===== config.mk =====
export PLATFORM = sky130hd
export DESIGN_NAME = multicycle_controller_flat
export DESIGN_NICKNAME = d
export VERILOG_FILES = /design/src/rtl/multicycle_controller_if.sv /design/src/rtl/multicycle_controller.sv /design/src/flat_wrapper.sv
export SDC_FILE = /design/constraint.sdc
export NUM_CORES = 1
export LEC_CHECK = 0
export ABC_CLOCK_PERIOD_IN_PS = 7700
export CORE_MARGIN = 1
export CORE_UTILIZATION = 44
export DETAILED_ROUTE_END_ITERATION = 7
export PLACE_DENSITY = 0.91
export SYNTH_ARGS = -nofsm -noshare
export SYNTH_HDL_FRONTEND = slang
export SYNTH_SLANG_ARGS = --single-unit
export TNS_END_PERCENT = 50

===== constraint.sdc =====
create_clock -name clock -period 7.7 [get_ports clock]
set_clock_uncertainty 0.05 [all_clocks]
set_input_delay 1.54 -clock clock [delete_from_list [all_inputs] [get_ports clock]]
set_output_delay 1.54 -clock clock [all_outputs]
set_load 0.1 [all_outputs]

===== src/rtl/multicycle_controller_if.sv =====
// Controller <-> instruction memory, datapath and data memory bundle.
// master = controller side, slave = datapath/memory side.
interface multicycle_controller_if #(
    parameter int NBITS       = 8,
    parameter int NREGS       = 32,
    parameter int WIDTH_ALUF  = 4,
    parameter int NINSTR_BITS = 32
);
    localparam int RW = $clog2(NREGS);

    logic [NINSTR_BITS-1:0] instruction;
    logic [NBITS-1:0]       pc;
    logic [RW-1:0]          RS1;
    logic [RW-1:0]          RS2;
    logic [RW-1:0]          RD;
    logic signed [NBITS-1:0] IMM;
    logic                   ALUSrc;
    logic                   MemtoReg;
    logic                   RegWrite;
    logic                   link;
    logic [WIDTH_ALUF-1:0]  ALUControl;
    logic [NBITS-1:0]       pclink;
    logic                   Zero;
    logic                   Neg;
    logic                   Carry;
    logic [NBITS-1:0]       PCReg;
    logic                   MemRead;
    logic                   MemWrite;
    logic                   busy;
    logic                   interrupt;

    modport master (
        input  instruction, Zero, Neg, Carry, PCReg, busy, interrupt,
        output pc, RS1, RS2, RD, IMM, ALUSrc, MemtoReg, RegWrite, link,
        output ALUControl, pclink, MemRead, MemWrite
    );

    modport slave (
        output instruction, Zero, Neg, Carry, PCReg, busy, interrupt,
        input  pc, RS1, RS2, RD, IMM, ALUSrc, MemtoReg, RegWrite, link,
        input  ALUControl, pclink, MemRead, MemWrite
    );
endinterface


===== src/rtl/multicycle_controller.sv =====
// Multicycle RV32I controller: decode, PC sequencing, busy-gated memory access.
// Vectored interrupt with saved return PC is enabled by CTRL_INTERRUPT_EN.
module multicycle_controller #(
    parameter int NBITS       = 8,
    parameter int NREGS       = 32,
    parameter int WIDTH_ALUF  = 4,
    parameter int NINSTR_BITS = 32,
    parameter logic [NBITS-1:0] TRAP_VEC = 'h10
) (
    input logic clock,
    input logic reset,
    multicycle_controller_if.master bus
);
    localparam int RW = $clog2(NREGS);
    localparam logic [NBITS-1:0] FOUR = NBITS'(4);

    localparam logic [4:0] OP_LOAD  = 5'b00000;
    localparam logic [4:0] OP_OPIMM = 5'b00100;
    localparam logic [4:0] OP_STORE = 5'b01000;
    localparam logic [4:0] OP_OP    = 5'b01100;
    localparam logic [4:0] OP_LUI   = 5'b01101;
    localparam logic [4:0] OP_BR    = 5'b11000;
    localparam logic [4:0] OP_JALR  = 5'b11001;
    localparam logic [4:0] OP_JAL   = 5'b11011;
    localparam logic [4:0] OP_SYS   = 5'b11100;

    localparam logic [WIDTH_ALUF-1:0] ALU_ADD = '0;
    localparam logic [WIDTH_ALUF-1:0] ALU_SUB = WIDTH_ALUF'(4'b1000);

    typedef enum logic {EXEC, MEM} state_e;

    state_e           state_q, state_d;
    logic [NBITS-1:0] pc_q, pc_d;
    logic [NBITS-1:0] sepc_q, sepc_d;
    logic             ie_q, ie_d;

    logic [31:0] instr;
    logic [4:0]  opc;
    logic [2:0]  f3;

    assign instr = bus.instruction[31:0];
    assign opc   = instr[6:2];
    assign f3    = instr[14:12];

    logic is_load, is_opimm, is_store, is_op, is_lui;
    logic is_br, is_jalr, is_jal, is_ret, is_csrr;

    assign is_load  = (opc == OP_LOAD);
    assign is_opimm = (opc == OP_OPIMM);
    assign is_store = (opc == OP_STORE);
    assign is_op    = (opc == OP_OP);
    assign is_lui   = (opc == OP_LUI);
    assign is_br    = (opc == OP_BR);
    assign is_jalr  = (opc == OP_JALR);
    assign is_jal   = (opc == OP_JAL);
    assign is_ret   = (opc == OP_SYS) && (f3 == 3'b000)
                   && (instr[31:20] == 12'h302);
    assign is_csrr  = (opc == OP_SYS) && (f3 != 3'b000);

    logic [31:0]      imm32;
    logic [NBITS-1:0] imm_n;

    always_comb begin
        imm32 = {{20{instr[31]}}, instr[31:20]};
        unique case (1'b1)
            is_store: imm32 = {{20{instr[31]}}, instr[31:25], instr[11:7]};
            is_br:    imm32 = {{20{instr[31]}}, instr[7], instr[30:25],
                               instr[11:8], 1'b0};
            is_lui:   imm32 = {instr[31:12], 12'b0};
            is_jal:   imm32 = {{12{instr[31]}}, instr[19:12], instr[20],
                               instr[30:21], 1'b0};
            default:  ;
        endcase
    end

    assign imm_n = NBITS'($signed(imm32));

    logic taken;

    always_comb begin
        taken = 1'b0;
        unique case (f3)
            3'b000:  taken = bus.Zero;
            3'b001:  taken = ~bus.Zero;
            3'b100:  taken = bus.Neg;
            3'b101:  taken = ~bus.Neg;
            3'b110:  taken = bus.Carry;
            3'b111:  taken = ~bus.Carry;
            default: taken = 1'b0;
        endcase
    end

    logic [NBITS-1:0] jalr_sum;
    assign jalr_sum = bus.PCReg + imm_n;

    logic                  alusrc, regwr, memtoreg, lnk, memrd, memwr;
    logic                  rs1_zero, commit;
    logic [WIDTH_ALUF-1:0] aluf;
    logic [NBITS-1:0]      pclink, npc;

    always_comb begin
        state_d  = state_q;
        pc_d     = pc_q;
        sepc_d   = sepc_q;
        ie_d     = ie_q;
        alusrc   = 1'b0;
        aluf     = ALU_ADD;
        regwr    = 1'b0;
        memtoreg = 1'b0;
        lnk      = 1'b0;
        pclink   = '0;
        memrd    = 1'b0;
        memwr    = 1'b0;
        rs1_zero = 1'b0;
        commit   = 1'b0;
        npc      = pc_q + FOUR;
        if (state_q == MEM) begin
            // instruction stays at pc, so address operands remain stable
            alusrc = 1'b1;
            memrd  = is_load;
            memwr  = is_store;
            if (!bus.busy) begin
                regwr    = is_load;
                memtoreg = is_load;
                commit   = 1'b1;
                state_d  = EXEC;
            end
        end else begin
            unique case (1'b1)
                is_op: begin
                    aluf   = WIDTH_ALUF'({instr[30], f3});
                    regwr  = 1'b1;
                    commit = 1'b1;
                end
                is_opimm: begin
                    alusrc = 1'b1;
                    aluf   = WIDTH_ALUF'({(f3 == 3'b101) & instr[30], f3});
                    regwr  = 1'b1;
                    commit = 1'b1;
                end
                is_lui: begin
                    alusrc   = 1'b1;
                    rs1_zero = 1'b1;
                    regwr    = 1'b1;
                    commit   = 1'b1;
                end
                is_load, is_store: begin
                    alusrc  = 1'b1;
                    state_d = MEM;
                end
                is_br: begin
                    aluf   = ALU_SUB;
                    commit = 1'b1;
                    if (taken) npc = pc_q + imm_n;
                end
                is_jal: begin
                    lnk    = 1'b1;
                    pclink = pc_q + FOUR;
                    regwr  = 1'b1;
                    commit = 1'b1;
                    npc    = pc_q + imm_n;
                end
                is_jalr: begin
                    lnk    = 1'b1;
                    pclink = pc_q + FOUR;
                    regwr  = 1'b1;
                    commit = 1'b1;
                    npc    = {jalr_sum[NBITS-1:1], 1'b0};
                end
                is_ret: begin
                    commit = 1'b1;
                    npc    = sepc_q;
                end
                is_csrr: begin
                    lnk    = 1'b1;
                    pclink = sepc_q;
                    regwr  = 1'b1;
                    commit = 1'b1;
                end
                default: commit = 1'b1;
            endcase
        end
        if (commit) begin
            pc_d = npc;
`ifdef CTRL_INTERRUPT_EN
            // a return re-enables first; a pending request waits one commit
            if (is_ret) begin
                ie_d = 1'b1;
            end else if (bus.interrupt && ie_q) begin
                sepc_d = npc;
                pc_d   = TRAP_VEC;
                ie_d   = 1'b0;
            end
`endif
        end
    end

    always_ff @(posedge clock) begin
        if (reset) begin
            state_q <= EXEC;
            pc_q    <= '0;
        end else begin
            state_q <= state_d;
            pc_q    <= pc_d;
        end
    end

`ifdef CTRL_INTERRUPT_EN
    always_ff @(posedge clock) begin
        if (reset) begin
            sepc_q <= '0;
            ie_q   <= 1'b1;
        end else begin
            sepc_q <= sepc_d;
            ie_q   <= ie_d;
        end
    end
`else
    assign sepc_q = '0;
    assign ie_q   = 1'b0;

    logic unused_irq;
    assign unused_irq = ^{bus.interrupt, sepc_d, ie_d, ie_q};
`endif

    logic unused_instr;
    assign unused_instr = ^instr[1:0];

    assign bus.pc         = pc_q;
    assign bus.RS1        = rs1_zero ? '0 : RW'(instr[19:15]);
    assign bus.RS2        = RW'(instr[24:20]);
    assign bus.RD         = RW'(instr[11:7]);
    assign bus.IMM        = imm_n;
    assign bus.ALUSrc     = alusrc;
    assign bus.ALUControl = aluf;
    assign bus.pclink     = pclink;
    assign bus.MemtoReg   = memtoreg & ~reset;
    assign bus.RegWrite   = regwr & ~reset;
    assign bus.link       = lnk & ~reset;
    assign bus.MemRead    = memrd & ~reset;
    assign bus.MemWrite   = memwr & ~reset;
endmodule


===== src/flat_wrapper.sv =====
// flat-port wrapper written by rule: the top's interface ports become plain ports
module multicycle_controller_flat 
#(
    parameter int NBITS       = 8,
    parameter int NREGS       = 32,
    parameter int WIDTH_ALUF  = 4,
    parameter int NINSTR_BITS = 32,
    parameter logic [NBITS-1:0] TRAP_VEC = 'h10
)
  (clock, reset, bus_instruction, bus_Zero, bus_Neg, bus_Carry, bus_PCReg, bus_busy, bus_interrupt, bus_pc, bus_RS1, bus_RS2, bus_RD, bus_IMM, bus_ALUSrc, bus_MemtoReg, bus_RegWrite, bus_link, bus_ALUControl, bus_pclink, bus_MemRead, bus_MemWrite);
  multicycle_controller_if #(.NBITS(NBITS), .NREGS(NREGS), .WIDTH_ALUF(WIDTH_ALUF), .NINSTR_BITS(NINSTR_BITS)) bus_i ();
  input logic clock;
  input logic reset;
  input wire logic [$bits(bus_i.instruction)-1:0] bus_instruction;
  input wire logic [$bits(bus_i.Zero)-1:0] bus_Zero;
  input wire logic [$bits(bus_i.Neg)-1:0] bus_Neg;
  input wire logic [$bits(bus_i.Carry)-1:0] bus_Carry;
  input wire logic [$bits(bus_i.PCReg)-1:0] bus_PCReg;
  input wire logic [$bits(bus_i.busy)-1:0] bus_busy;
  input wire logic [$bits(bus_i.interrupt)-1:0] bus_interrupt;
  output wire logic [$bits(bus_i.pc)-1:0] bus_pc;
  output wire logic [$bits(bus_i.RS1)-1:0] bus_RS1;
  output wire logic [$bits(bus_i.RS2)-1:0] bus_RS2;
  output wire logic [$bits(bus_i.RD)-1:0] bus_RD;
  output wire logic [$bits(bus_i.IMM)-1:0] bus_IMM;
  output wire logic [$bits(bus_i.ALUSrc)-1:0] bus_ALUSrc;
  output wire logic [$bits(bus_i.MemtoReg)-1:0] bus_MemtoReg;
  output wire logic [$bits(bus_i.RegWrite)-1:0] bus_RegWrite;
  output wire logic [$bits(bus_i.link)-1:0] bus_link;
  output wire logic [$bits(bus_i.ALUControl)-1:0] bus_ALUControl;
  output wire logic [$bits(bus_i.pclink)-1:0] bus_pclink;
  output wire logic [$bits(bus_i.MemRead)-1:0] bus_MemRead;
  output wire logic [$bits(bus_i.MemWrite)-1:0] bus_MemWrite;
  assign bus_i.instruction = bus_instruction;
  assign bus_i.Zero = bus_Zero;
  assign bus_i.Neg = bus_Neg;
  assign bus_i.Carry = bus_Carry;
  assign bus_i.PCReg = bus_PCReg;
  assign bus_i.busy = bus_busy;
  assign bus_i.interrupt = bus_interrupt;
  assign bus_pc = bus_i.pc;
  assign bus_RS1 = bus_i.RS1;
  assign bus_RS2 = bus_i.RS2;
  assign bus_RD = bus_i.RD;
  assign bus_IMM = bus_i.IMM;
  assign bus_ALUSrc = bus_i.ALUSrc;
  assign bus_MemtoReg = bus_i.MemtoReg;
  assign bus_RegWrite = bus_i.RegWrite;
  assign bus_link = bus_i.link;
  assign bus_ALUControl = bus_i.ALUControl;
  assign bus_pclink = bus_i.pclink;
  assign bus_MemRead = bus_i.MemRead;
  assign bus_MemWrite = bus_i.MemWrite;
  multicycle_controller #(.NBITS(NBITS), .NREGS(NREGS), .WIDTH_ALUF(WIDTH_ALUF), .NINSTR_BITS(NINSTR_BITS), .TRAP_VEC(TRAP_VEC)) u_core (.clock(clock), .reset(reset), .bus(bus_i));
endmodule

==> key figures <==
Setup path
  – Kind of end point of the critical path: output port
  – Critical path data required time: 6.11 ns
  – Critical path's largest stage delay: 1.14 ns
  – Flop2flop setup slack: 5.39 ns
  – Arr. time, crit path: 4.71 ns
  – Crit Path Category: in -> out
  – Worst-path maximum fanout: 11
  – Cell with the biggest individual delay on the critical path: clkdlybuf4s50_1
  – Type of element launching the critical path: primary input
  – Worst path cell trace: clkdlybuf4s50_1, nand3_1, nor4_1, nor2_1, nor2_1, or3_1, clkdlybuf4s50_1

Finish
  – Fin util: 68.24%
  – Final nets: 406
  – Share of cells above drive strength 1: 4.678%
  – Final instance area: 0.002769 mm^2
  – Count of inserted antenna diode cells: 0
  – Fill count: 339
  – Most frequent cells in the layout: clkdlybuf4s50_1, nor2_1, nand2_1, nor2b_1
  – Leading cell type in the layout, fill and taps excluded: clkdlybuf4s50_1
  – Layout Area Growth over Synthesis: 47.53%

Global route
  – Initial antenna violation count: 0
  – Global Route met3 Usage: 2.703%
  – Met2 usage: 48.63%
  – Wire length of the first global-routing pass: 9.439 mm
  – Final global-route overflow total: 0
  – Layer with the highest usage after global routing: met2
  – Number of global-route vias before repair: 2,048
  – Maximum number of pins on one net before global-route repair: 15
  – Routing usage on met1: 34.30%
  – Overall Global Routing Usage: 27.07%

STA
  – Slew @ Worst Pin: 1.003 ns
  – Slew headroom: 32.94%
  – Sum of negative setup slack: 0 ns
  – Post-layout minimum cycle time: 6.296 ns
  – Setup-failing EPs final: 0
  – RSZ-0062 raised after global routing: false
  – Post-route clock period utilization: 81.77%
  – Final hold viol count: 0
  – Final Slew Violations: 0
  – Worst slack on hold paths: 0.4409 ns
  – F_max: 158.8 MHz
  – Worst setup slack after layout: 1.404 ns

Synth
  – Post-synthesis register bit count: 9
  – Share of synthesized flip-flops with an asynchronous set or reset: 0%
  – Commonest register cell after synthesis: dfxtp_1
  – Count of mapped cells out of synthesis: 267
  – Warning count from the yosys run: 0
  – Count of flip-flops with a built-in enable after synthesis: 0
  – Netlist cell types: 57
  – Portion of the post-synthesis area used by sequential elements: 9.600%
  – Post-Syn Area per Cell: 7.029 um^2
  – Cell area after synthesis: 0.001877 mm^2
  – Post-Synthesis Net Count: 330

Die
  – Die extent in x: 67.31 um
  – Die area: 0.004531 mm^2
  – Floorplan core area: 0.004058 mm^2
  – Vertical die dimension: 67.31 um
  – IO Count: 96
  – Number of rows in the core area: 23
  – Starting utilization of the core area: 46.25%

Hold path
  – Type of the tightest min-delay check: reg -> reg

Route
  – Final routed wire length divided by cell count: 15.17 um
  – Total DRC errors in the routed layout: 0
  – Detailed-router iteration count before antenna repair: 4
  – Final antenna-violating net count: 0
  – Per-cell via count in the routed design: 5.656
  – Starting DRC count in detailed routing: 165
  – Total routed wirelength: 5.947 mm
  – Total via count after detailed routing: 2,217

CTS
  – Buffers inserted during post-CTS setup optimization: 0
  – CTS tree: done
  – CTS hold repair buffers: 0
  – Clock root cell: clkbuf_8
  – Post-cts gate resize count: 0
  – Sinks on Clock Net: 9
  – Source-to-sink clock delay at the later pin of the worst-skew pair: 0.23 ns
  – Clock transition at the registers of the reported paths: 0.04 ns
  – Inserted Clock Buffers: 3
  – Depth of the CTS H-tree: 1
  – Deepest clock path buffer count: 2

Power
  – Pwr per Cell Area: 114.7 mW/mm^2
  – Worst voltage drop across the vdd grid: 0.00005528 V
  – P_leak: 1.057 nW

Placement
  – Pre-CTS WS: 1.372 ns
  – Detailed Place HPWL: 4.802 mm
  – RD Place Congestion: 0.9041
  – Post-Place Cell Area: 0.002724 mm^2
  – I/O Buffers: 92

Outcome
  – Outcome: completed

Flow run
  – Reported max-cap violation count: 0
flip-flops by register name, indices dropped and copies added, names as in the netlist:
name / cells
u_core.bus.pc: 8
u_core.state_q: 1
metrics by stage:
stage	std cells	power, W
2_1_floorplan	267	0.0002051
3_3_place_gp	388	0.0002575
3_5_place_dp	388	0.0002613
4_1_cts	392	0.0003166
5_1_grt	392	0.0003339
6_report	392	0.0003177
synthesized netlist by cell type (2+ instances only):
library cell  instances  share of area, %
o21ai_0              10               2.7
nand3_1               8               2.1
nor4b_1               4               1.9
ha_1                 14               9.3
or3_1                 2              0.67
nor3_1                8               2.1
inv_1                14               2.8
or2_2                 4               1.3
o22ai_1               4               1.3
nand2_1              23               4.6
a21oi_1               9               2.4
and4_1                2              0.93
a31oi_1               3               1.0
fa_1                  2               2.1
dfxtp_1               9               9.6
a211oi_1              8               3.2
and2_1                8               2.7
a22oi_1               4               1.6
buf_6                 2               1.2
nor2b_1              15               5.0
buf_2                 2              0.53
a311oi_1              2              0.93
nand4_1               3               1.0
nor2_1               35               7.0
o211ai_1              2              0.80
buf_4                12               4.8
xor2_1                9               4.2
clkbuf_1              4              0.80
a21o_1                4               1.6
xnor2_1               8               3.7
nand2b_1              7               2.3
final timing paths:
check                     end  depth (start not counted)               start
max              bus_RegWrite                          7  bus_instruction[2]
min reg2reg  u_core.bus.pc[0]                          2    u_core.bus.pc[0]
max reg2reg  u_core.bus.pc[6]                          9    u_core.bus.pc[0]
min          u_core.bus.pc[0]                          2    u_core.bus.pc[0]
worst max-delay path, delay by kind of cell:
| family | cells | cell delay, ns |
|---|---|---|
| buffers and inverters | 2 | 1.86 |
| AND/OR/NAND/NOR | 5 | 1.31 |
area by class of cell:
cell class | instances | area (um^2) | share of cell area [%]
inverters | 14 | 52.55 | 1.898
well taps | 50 | 62.56 | 2.259
repair buffers | 92 | 920.9 | 33.26
clock buffers | 4 | 45.04 | 1.627
multi-input cells | 223 | 1508 | 54.45
flip-flops and latches | 9 | 180.2 | 6.507
kinds of logic after synthesis:
family,count (synthesis),share of synthesized area [%]
xor+xnor,17,7.934
compound gates,60,22.87
flops,9,9.600
mux,1,0.5334
buf+inv,35,10.40
simple gates,129,37.20
fa+ha+maj,16,11.47
routing by layer:
layer	routed length, um	vias up
met5	0	-
met3	282	11
met2	3002	82
met1	2570	1030
li1	-	1094
met4	92	0
power by group:
group          internal (W)  switching (W)
Combinational     0.0000701       0.000140
Clock             0.0000361      0.0000191
Sequential        0.0000489     0.00000387
(Power assumes the default switching activity.)
